===== src/rtl/cpu_pkg.sv =====
// Shared core package: ISA constants used by fetch queue and decode/imm stage.
// Holds NOP encoding, XLEN and base opcode values.
package cpu_pkg;

  localparam int XLEN = 32;

  localparam logic [31:0] NOP_INSTR = 32'h0000_0013;

  typedef enum logic [6:0] {
    R_TYPE = 7'b0110011,
    I_TYPE = 7'b0010011,
    S_TYPE = 7'b0100011,
    U_TYPE = 7'b0110111
  } opcode_e;

endpackage


===== src/rtl/instr_fetch_queue_if.sv =====
// Fetch->decode queue bundle: fetch push side, decode pop side, flush, count.
// master = fetch/decode/control side, slave = the queue itself.
interface instr_fetch_queue_if #(
  parameter int DEPTH = 8,
  parameter int XLEN  = 32
);

  localparam int CW = $clog2(DEPTH) + 1;

  logic            flush;
  logic            fetch_valid;
  logic            fetch_ready;
  logic [XLEN-1:0] fetch_instr;
  logic [XLEN-1:0] fetch_pc;
  logic            dec_valid;
  logic            dec_ready;
  logic [XLEN-1:0] dec_instr;
  logic [XLEN-1:0] dec_pc;
  logic [CW-1:0]   count;

  modport master (
    output flush,
    output fetch_valid,
    output fetch_instr,
    output fetch_pc,
    output dec_ready,
    input  fetch_ready,
    input  dec_valid,
    input  dec_instr,
    input  dec_pc,
    input  count
  );

  modport slave (
    input  flush,
    input  fetch_valid,
    input  fetch_instr,
    input  fetch_pc,
    input  dec_ready,
    output fetch_ready,
    output dec_valid,
    output dec_instr,
    output dec_pc,
    output count
  );

endinterface


===== src/rtl/instr_fetch_queue.sv =====
// Circular FIFO of {pc, instr} between fetch and decode, with 1-cycle flush.
// Ports: clk, rst_n (async low), bus (slave): fetch_*, dec_*, flush, count.
module instr_fetch_queue
  import cpu_pkg::*;
#(
  parameter int DEPTH = 8,
  parameter int XLEN  = 32
) (
  input logic               clk,
  input logic               rst_n,
  instr_fetch_queue_if.slave bus
);

  localparam int AW = $clog2(DEPTH);
  localparam int CW = AW + 1;

  logic [2*XLEN-1:0] mem_q [DEPTH];

  logic [AW-1:0] wr_ptr_q, wr_ptr_d;
  logic [AW-1:0] rd_ptr_q, rd_ptr_d;
  logic [CW-1:0] count_q, count_d;

  logic full;
  logic empty;
  logic push;
  logic pop;

  assign full  = (count_q == CW'(DEPTH));
  assign empty = (count_q == '0);

  assign push = bus.fetch_valid & ~full & ~bus.flush;
  assign pop  = ~empty & bus.dec_ready & ~bus.flush;

  always_comb begin
    wr_ptr_d = wr_ptr_q;
    rd_ptr_d = rd_ptr_q;
    count_d  = count_q;
    if (bus.flush) begin
      wr_ptr_d = '0;
      rd_ptr_d = '0;
      count_d  = '0;
    end else begin
      if (push) wr_ptr_d = wr_ptr_q + AW'(1);
      if (pop)  rd_ptr_d = rd_ptr_q + AW'(1);
      unique case ({push, pop})
        2'b10:   count_d = count_q + CW'(1);
        2'b01:   count_d = count_q - CW'(1);
        default: count_d = count_q;
      endcase
    end
  end

  always_ff @(posedge clk or negedge rst_n) begin
    if (!rst_n) begin
      wr_ptr_q <= '0;
      rd_ptr_q <= '0;
      count_q  <= '0;
    end else begin
      wr_ptr_q <= wr_ptr_d;
      rd_ptr_q <= rd_ptr_d;
      count_q  <= count_d;
    end
  end

  // Storage needs no reset: empty masks whatever it holds.
  always_ff @(posedge clk) begin
    if (push) mem_q[wr_ptr_q] <= {bus.fetch_pc, bus.fetch_instr};
  end

  logic [2*XLEN-1:0] head;

  assign head = mem_q[rd_ptr_q];

  assign bus.fetch_ready = ~full;
  assign bus.dec_valid   = ~empty;
  assign bus.dec_pc      = empty ? '0 : head[2*XLEN-1:XLEN];
  assign bus.dec_instr   = empty ? XLEN'(NOP_INSTR) : head[XLEN-1:0];
  assign bus.count       = count_q;

endmodule


===== src/flat_wrapper.sv =====
// flat-port wrapper written by rule: the top's interface ports become plain ports
module instr_fetch_queue_flat import cpu_pkg::*;
#(
  parameter int DEPTH = 8,
  parameter int XLEN  = 32
)
  (clk, rst_n, bus_flush, bus_fetch_valid, bus_fetch_instr, bus_fetch_pc, bus_dec_ready, bus_fetch_ready, bus_dec_valid, bus_dec_instr, bus_dec_pc, bus_count);
  instr_fetch_queue_if #(.DEPTH(DEPTH), .XLEN(XLEN)) bus_i ();
  input logic clk;
  input logic rst_n;
  input wire logic [$bits(bus_i.flush)-1:0] bus_flush;
  input wire logic [$bits(bus_i.fetch_valid)-1:0] bus_fetch_valid;
  input wire logic [$bits(bus_i.fetch_instr)-1:0] bus_fetch_instr;
  input wire logic [$bits(bus_i.fetch_pc)-1:0] bus_fetch_pc;
  input wire logic [$bits(bus_i.dec_ready)-1:0] bus_dec_ready;
  output wire logic [$bits(bus_i.fetch_ready)-1:0] bus_fetch_ready;
  output wire logic [$bits(bus_i.dec_valid)-1:0] bus_dec_valid;
  output wire logic [$bits(bus_i.dec_instr)-1:0] bus_dec_instr;
  output wire logic [$bits(bus_i.dec_pc)-1:0] bus_dec_pc;
  output wire logic [$bits(bus_i.count)-1:0] bus_count;
  assign bus_i.flush = bus_flush;
  assign bus_i.fetch_valid = bus_fetch_valid;
  assign bus_i.fetch_instr = bus_fetch_instr;
  assign bus_i.fetch_pc = bus_fetch_pc;
  assign bus_i.dec_ready = bus_dec_ready;
  assign bus_fetch_ready = bus_i.fetch_ready;
  assign bus_dec_valid = bus_i.dec_valid;
  assign bus_dec_instr = bus_i.dec_instr;
  assign bus_dec_pc = bus_i.dec_pc;
  assign bus_count = bus_i.count;
  instr_fetch_queue #(.DEPTH(DEPTH), .XLEN(XLEN)) u_core (.clk(clk), .rst_n(rst_n), .bus(bus_i));
endmodule

===== config.mk =====
export PLATFORM = sky130hd
export DESIGN_NAME = instr_fetch_queue_flat
export DESIGN_NICKNAME = d
export VERILOG_FILES = /design/src/rtl/cpu_pkg.sv /design/src/rtl/instr_fetch_queue_if.sv /design/src/rtl/instr_fetch_queue.sv /design/src/flat_wrapper.sv
export SDC_FILE = /design/constraint.sdc
export NUM_CORES = 1
export LEC_CHECK = 0
export BUFFER_PORTS_ARGS = -buffer_cell sky130_fd_sc_hd__buf_2
export CORE_ASPECT_RATIO = 1.2
export CORE_MARGIN = 2
export CORE_UTILIZATION = 28
export DETAILED_ROUTE_END_ITERATION = 10
export GPL_TIMING_DRIVEN = 1
export PLACE_DENSITY = 0.42
export SKIP_LAST_GASP = 1
export SLEW_MARGIN = 20
export SYNTH_ARGS = -nofsm -noshare
export SYNTH_HDL_FRONTEND = slang
export SYNTH_SLANG_ARGS = --single-unit

===== constraint.sdc =====
create_clock -name clk -period 8.85 [get_ports clk]
set_clock_uncertainty 0.15 [all_clocks]
set_input_delay 1.3275 -clock clk [delete_from_list [all_inputs] [get_ports clk]]
set_output_delay 1.3275 -clock clk [all_outputs]
set_load 0.01 [all_outputs]

; After elaboration in Yosys (flattened, before gate mapping)
; Memories as Yosys holds them, arrays and structs flattened.
; Cells that the tools add are included.
[word_totals]
regBits = 10
ramBits = 512
in_bits = 69
out_inout_bits = 70
wordCells = 32
n_memories = 1
[classes]
addsub = 4
n_eq_ne = 3
mux = 10
bitwise_logic = 7
n_reduce_logical = 4
[memory_table]
columns = memory, depth, word_bits, rd, rd_clocked_by_memory_dff, wr, line
row1 = u_core.mem_q, 8, 64, 1, 0, 1, instr_fetch_queue.sv:17  ; logic [2*XLEN-1:0] mem_q [DEPTH];
[op_table]
columns = operator, n
row1 = $mux 32, 2
row2 = $mux 3, 4
row3 = $pmux 4 s2, 1
row4 = $add 3x1->3 const B, 2
row5 = $add 4x1->4 const B, 1
row6 = $and 1x1->1, 4
row7 = $eq 4x4->1 const B, 1
row8 = $logic_not 4->1, 1
row9 = $mux 4, 1
row10 = $reduce_bool 2->1, 2
row11 = $sub 4x1->4 const B, 1
row12 = $not 1->1, 3
row13 = $reduce_bool 3->1, 1
row14 = $eq 2x1->1 const B, 1
row15 = $eq 2x2->1 const B, 1
row16 = $mux 1, 2

; Depth between registers and ports, before layout
[depth]
ltp_word = 7
depth_mapped = 9
depth_no_buf = 8

; Worst setup path after synthesis
; No wires, ideal clock.
[synth_path]
kind = input port to flip-flop
start = input bus_fetch_valid
end = memory u_core.mem_q[0][0] (netlist name), enable pin
setup_ps = 565
arrival_ps = 6122
required_ps = 8135
slack_ps = 2014
path_stages = 3
path_buffers = 0
cell_sequence = nand2_1 > or3_1 > nor3_1
[synth_via]
elab_chain_cells = 4
[synth_lines]
columns = item, line
row1 = start: declaration, flat_wrapper.sv:12  ; input wire logic [$bits(bus_i.fetch_valid)-1:0] bus_fetch_valid;
row2 = $and 1x1->1 (2 in series), instr_fetch_queue.sv:31  ; assign push = bus.fetch_valid & ~full & ~bus.flush;
row3 = $mux 1, instr_fetch_queue.sv:67  ; if (push) mem_q[wr_ptr_q] <= {bus.fetch_pc, bus.fetch_instr};
row4 = $mux 1 (not written as such), instr_fetch_queue.sv:67
row5 = end: declaration, instr_fetch_queue.sv:17
; No other way between the ends.

; Final worst setup path
[layout_path]
start = register u_core.rd_ptr_q[0]
end = output bus_dec_instr[15]
[layout_via]
elab_chain_cells = 2
[layout_lines]
columns = item, line
row1 = start: declaration, instr_fetch_queue.sv:20  ; logic [AW-1:0] rd_ptr_q, rd_ptr_d;
row2 = start signal: assignment, instr_fetch_queue.sv:60  ; rd_ptr_q <= rd_ptr_d;
row3 = $mem_v2 8x64, --
row4 = $mux 32, instr_fetch_queue.sv:77  ; assign bus.dec_instr = empty ? XLEN'(NOP_INSTR) : head[XLEN-1:0];
row5 = end: declaration, flat_wrapper.sv:18  ; output wire logic [$bits(bus_i.dec_instr)-1:0] bus_dec_instr;
; No other way between the ends.

==> results.sh <==
export IMPL_hold_path_class="input pin to async pin"
export IMPL_io_pins=139
export IMPL_slew_limit_headroom_pct=31.72
export IMPL_cts_setup_buffers=0
export IMPL_ys_warn_count=0
export IMPL_grt_max_degree=95
export IMPL_critPathKind="flip-flop to output port"
export IMPL_coreArea_um2=71090
export IMPL_cts_buffers=53
export IMPL_final_setup_viol_count=0
export IMPL_violations="DRC"
export IMPL_cp_arrival_ns=3.49
export IMPL_synth_yosys_seq_area_share_pct=77.69
export IMPL_synth_top_cells_by_count="512 x edfxtp_1, 128 x mux4_2, 72 x nor2_1"
export IMPL_drive_gt1_share_pct=33.79
export IMPL_wl_mm=47.52
export IMPL_grt_pass1_vias=10160
export IMPL_synth_most_common_cell="edfxtp_1"
export IMPL_fin_crit_ns=4.965
export IMPL_die_area_um2=74000
export IMPL_layout_nets=1134
export IMPL_hold_buffers=0
export IMPL_hold_viol_final=0
export IMPL_numPortBuffers=138
export IMPL_die_x_um=248.7
export IMPL_p_per_area_nw_per_um2=273.7
export IMPL_rows=107
export IMPL_antenna_found_initial=9
export IMPL_clock_fmax_mhz=201.4
export IMPL_cp_required_ns=7.37
export IMPL_vias=9290
export IMPL_yosys_area_top_type="edfxtp_1"
export IMPL_irDropWorstVdd_mv=0.1279
export IMPL_syn_to_final_growth_pct=17.91
export IMPL_die_h_um=297.6
export IMPL_fin_crit_sh_pct=56.10
export IMPL_syn_inst=895
export IMPL_worst_setup_path_end_kind="output port"
export IMPL_ctsResizeCount=0
export IMPL_grt_usage_pct=12.84
export IMPL_clk_path_buf_depth=3
export IMPL_synth_edf_count=512
export IMPL_tightest_slew_ns=1.022
export IMPL_postRouteAntennaNets=0
export IMPL_cts_tree="done"
export IMPL_cts_sinks=522
export IMPL_clk_latency_ns=0.58
export IMPL_wire_per_inst_um=23.42
export IMPL_finalSetupTns_ns=0
export IMPL_cap_violations=0
export IMPL_drc=16
export IMPL_overflow=0
export IMPL_synth_distinct_cells=36
export IMPL_dpl_hpwl_mm=24.87
export IMPL_path_clk_slew_ns=0.06
export IMPL_synth_fp_nets=968
export IMPL_htreeDepth=2
export IMPL_startpoint="u_core.rd_ptr_q[0]"
export IMPL_gp_congestion=0.6589
export IMPL_netlist_area_um2=20110
export IMPL_status="finished with violations"
export IMPL_first_pass_iters=9
export IMPL_syn_mean_instance_area_um2=22.47
export IMPL_ys_ff_latch=522
export IMPL_crit_fanout=94
export IMPL_yosys_top_cells_area="edfxtp_1 76%, mux4_2 14%, mux2i_1 3.2%, nor2_1 1.3%, dfrtp_1 1.2%"
export IMPL_initial_core_util_pct=28.29
export IMPL_r2r_start="u_core.bus.count[1]"
export IMPL_ctsRootBufferMaster="clkbuf_16"
export IMPL_grt_pass1_wl_mm=70.01
export IMPL_p_leak_nw=7.396
export IMPL_rsz0062_at_grt="no"
export IMPL_synthFlopType="edfxtp_1"
export IMPL_drt_initial_drc_count=580
export IMPL_critPathLaunchType="flip-flop"
export IMPL_holdWs_ns=0.4559
export IMPL_maxSlewViolCount=0
export IMPL_synthArstFlopShare_pct=1.916
export IMPL_vias_per_cell=4.579
export IMPL_synth_top_cell_area_share_pct=76.44
==> flip-flops by register name, summed over array words and instances, names as in the netlist <==
| name | cells |
|---|---|
| u_core.bus.count | 4 |
| u_core.mem_q | 512 |
| u_core.rd_ptr_q | 3 |
| u_core.wr_ptr_q | 3 |
==> final timing paths <==
kind | end | slack [ns] | depth (start not counted)
hold reg to reg | u_core.wr_ptr_q[0] | 0.47 | 2
setup / recovery | bus_dec_instr[15] | 3.89 | 5
hold / removal | u_core.bus.count[1] | 0.46 | 1
max in group asynchronous | u_core.rd_ptr_q[2] | 7.86 | 1
min in group clk | u_core.wr_ptr_q[0] | 0.47 | 2
setup reg to reg | u_core.mem_q[6][30] | 5.15 | 6
==> metrics by stage <==
step                      total power [mW]  setup slack [ns]  util [%]  instance area, um^2  std cells
after floorplan                      3.760             2.014         -                20110        895
after global placement               4.341             4.269     30.91                21970       1932
after detailed placement             4.347             4.291     30.91                21970       1932
after CTS                            6.644             3.645     33.35                23710       2027
after global routing                 6.805             3.517     33.35                23710       2027
final                                6.492             3.885     33.36                23720       2029
==> logic make-up after synthesis <==
kind of cell | after synthesis | share of synthesized area, %
mux | 193 | 17.57
simple gates | 104 | 2.420
xor+xnor | 5 | 0.2178
flops | 522 | 77.69
fa+ha+maj | 4 | 0.2488
buf+inv | 51 | 1.157
compound gates | 16 | 0.7030
==> cells in the final DEF, fill, tap and decap left out, types with 6 or more instances in the layout <==
cell type / synthesis / final
edfxtp_1: 512 / 512
buf_2: 21 / 138
mux4_2: 128 / 128
nor2_1: 72 / 66
mux2i_1: 65 / 65
clkbuf_16: 0 / 53
buf_4: 2 / 17
clkinv_1: 0 / 14
clkbuf_1: 13 / 12
nand2_1: 9 / 9
bufinv_16: 0 / 9
dfrtp_1: 10 / 7
nor2_4: 0 / 6
==> worst max-delay path, stage by stage, from the launching register on <==
cell and delay [ns]:
dfrtp_4 0.98, buf_12 0.74, mux4_2 0.61, mux2i_1 0.33, nor2_1 0.07, buf_2 0.17
==> where the power goes <==
group | total (mW) | switching [mW] | internal [mW]
combinational | 1.32 | 0.770 | 0.545
clock | 2.27 | 0.915 | 1.35
sequential | 2.91 | 0.0927 | 2.81
==> final cells by class <==
| type | count | area [um^2] |
|---|---|---|
| clock buffer | 65 | 1371 |
| fill | 6702 | 47370 |
| antenna | 2 | 5.005 |
| multi-input combinational | 322 | 4319 |
| inverter | 6 | 22.52 |
| sequential | 522 | 15640 |
| clock inverter | 30 | 364.1 |
| tap | 926 | 1159 |
| timing repair buffer | 156 | 838.3 |
==> routing by layer <==
layer | vias up | global-route usage (%) | wire, um
met5 | - | 0 | 59
met4 | 10 | 3.045 | 907
met3 | 77 | 2.853 | 2077
met2 | 174 | 22.33 | 24030
met1 | 4974 | 16.29 | 20450
li1 | 4055 | - | -
(Power assumes the default switching activity.)
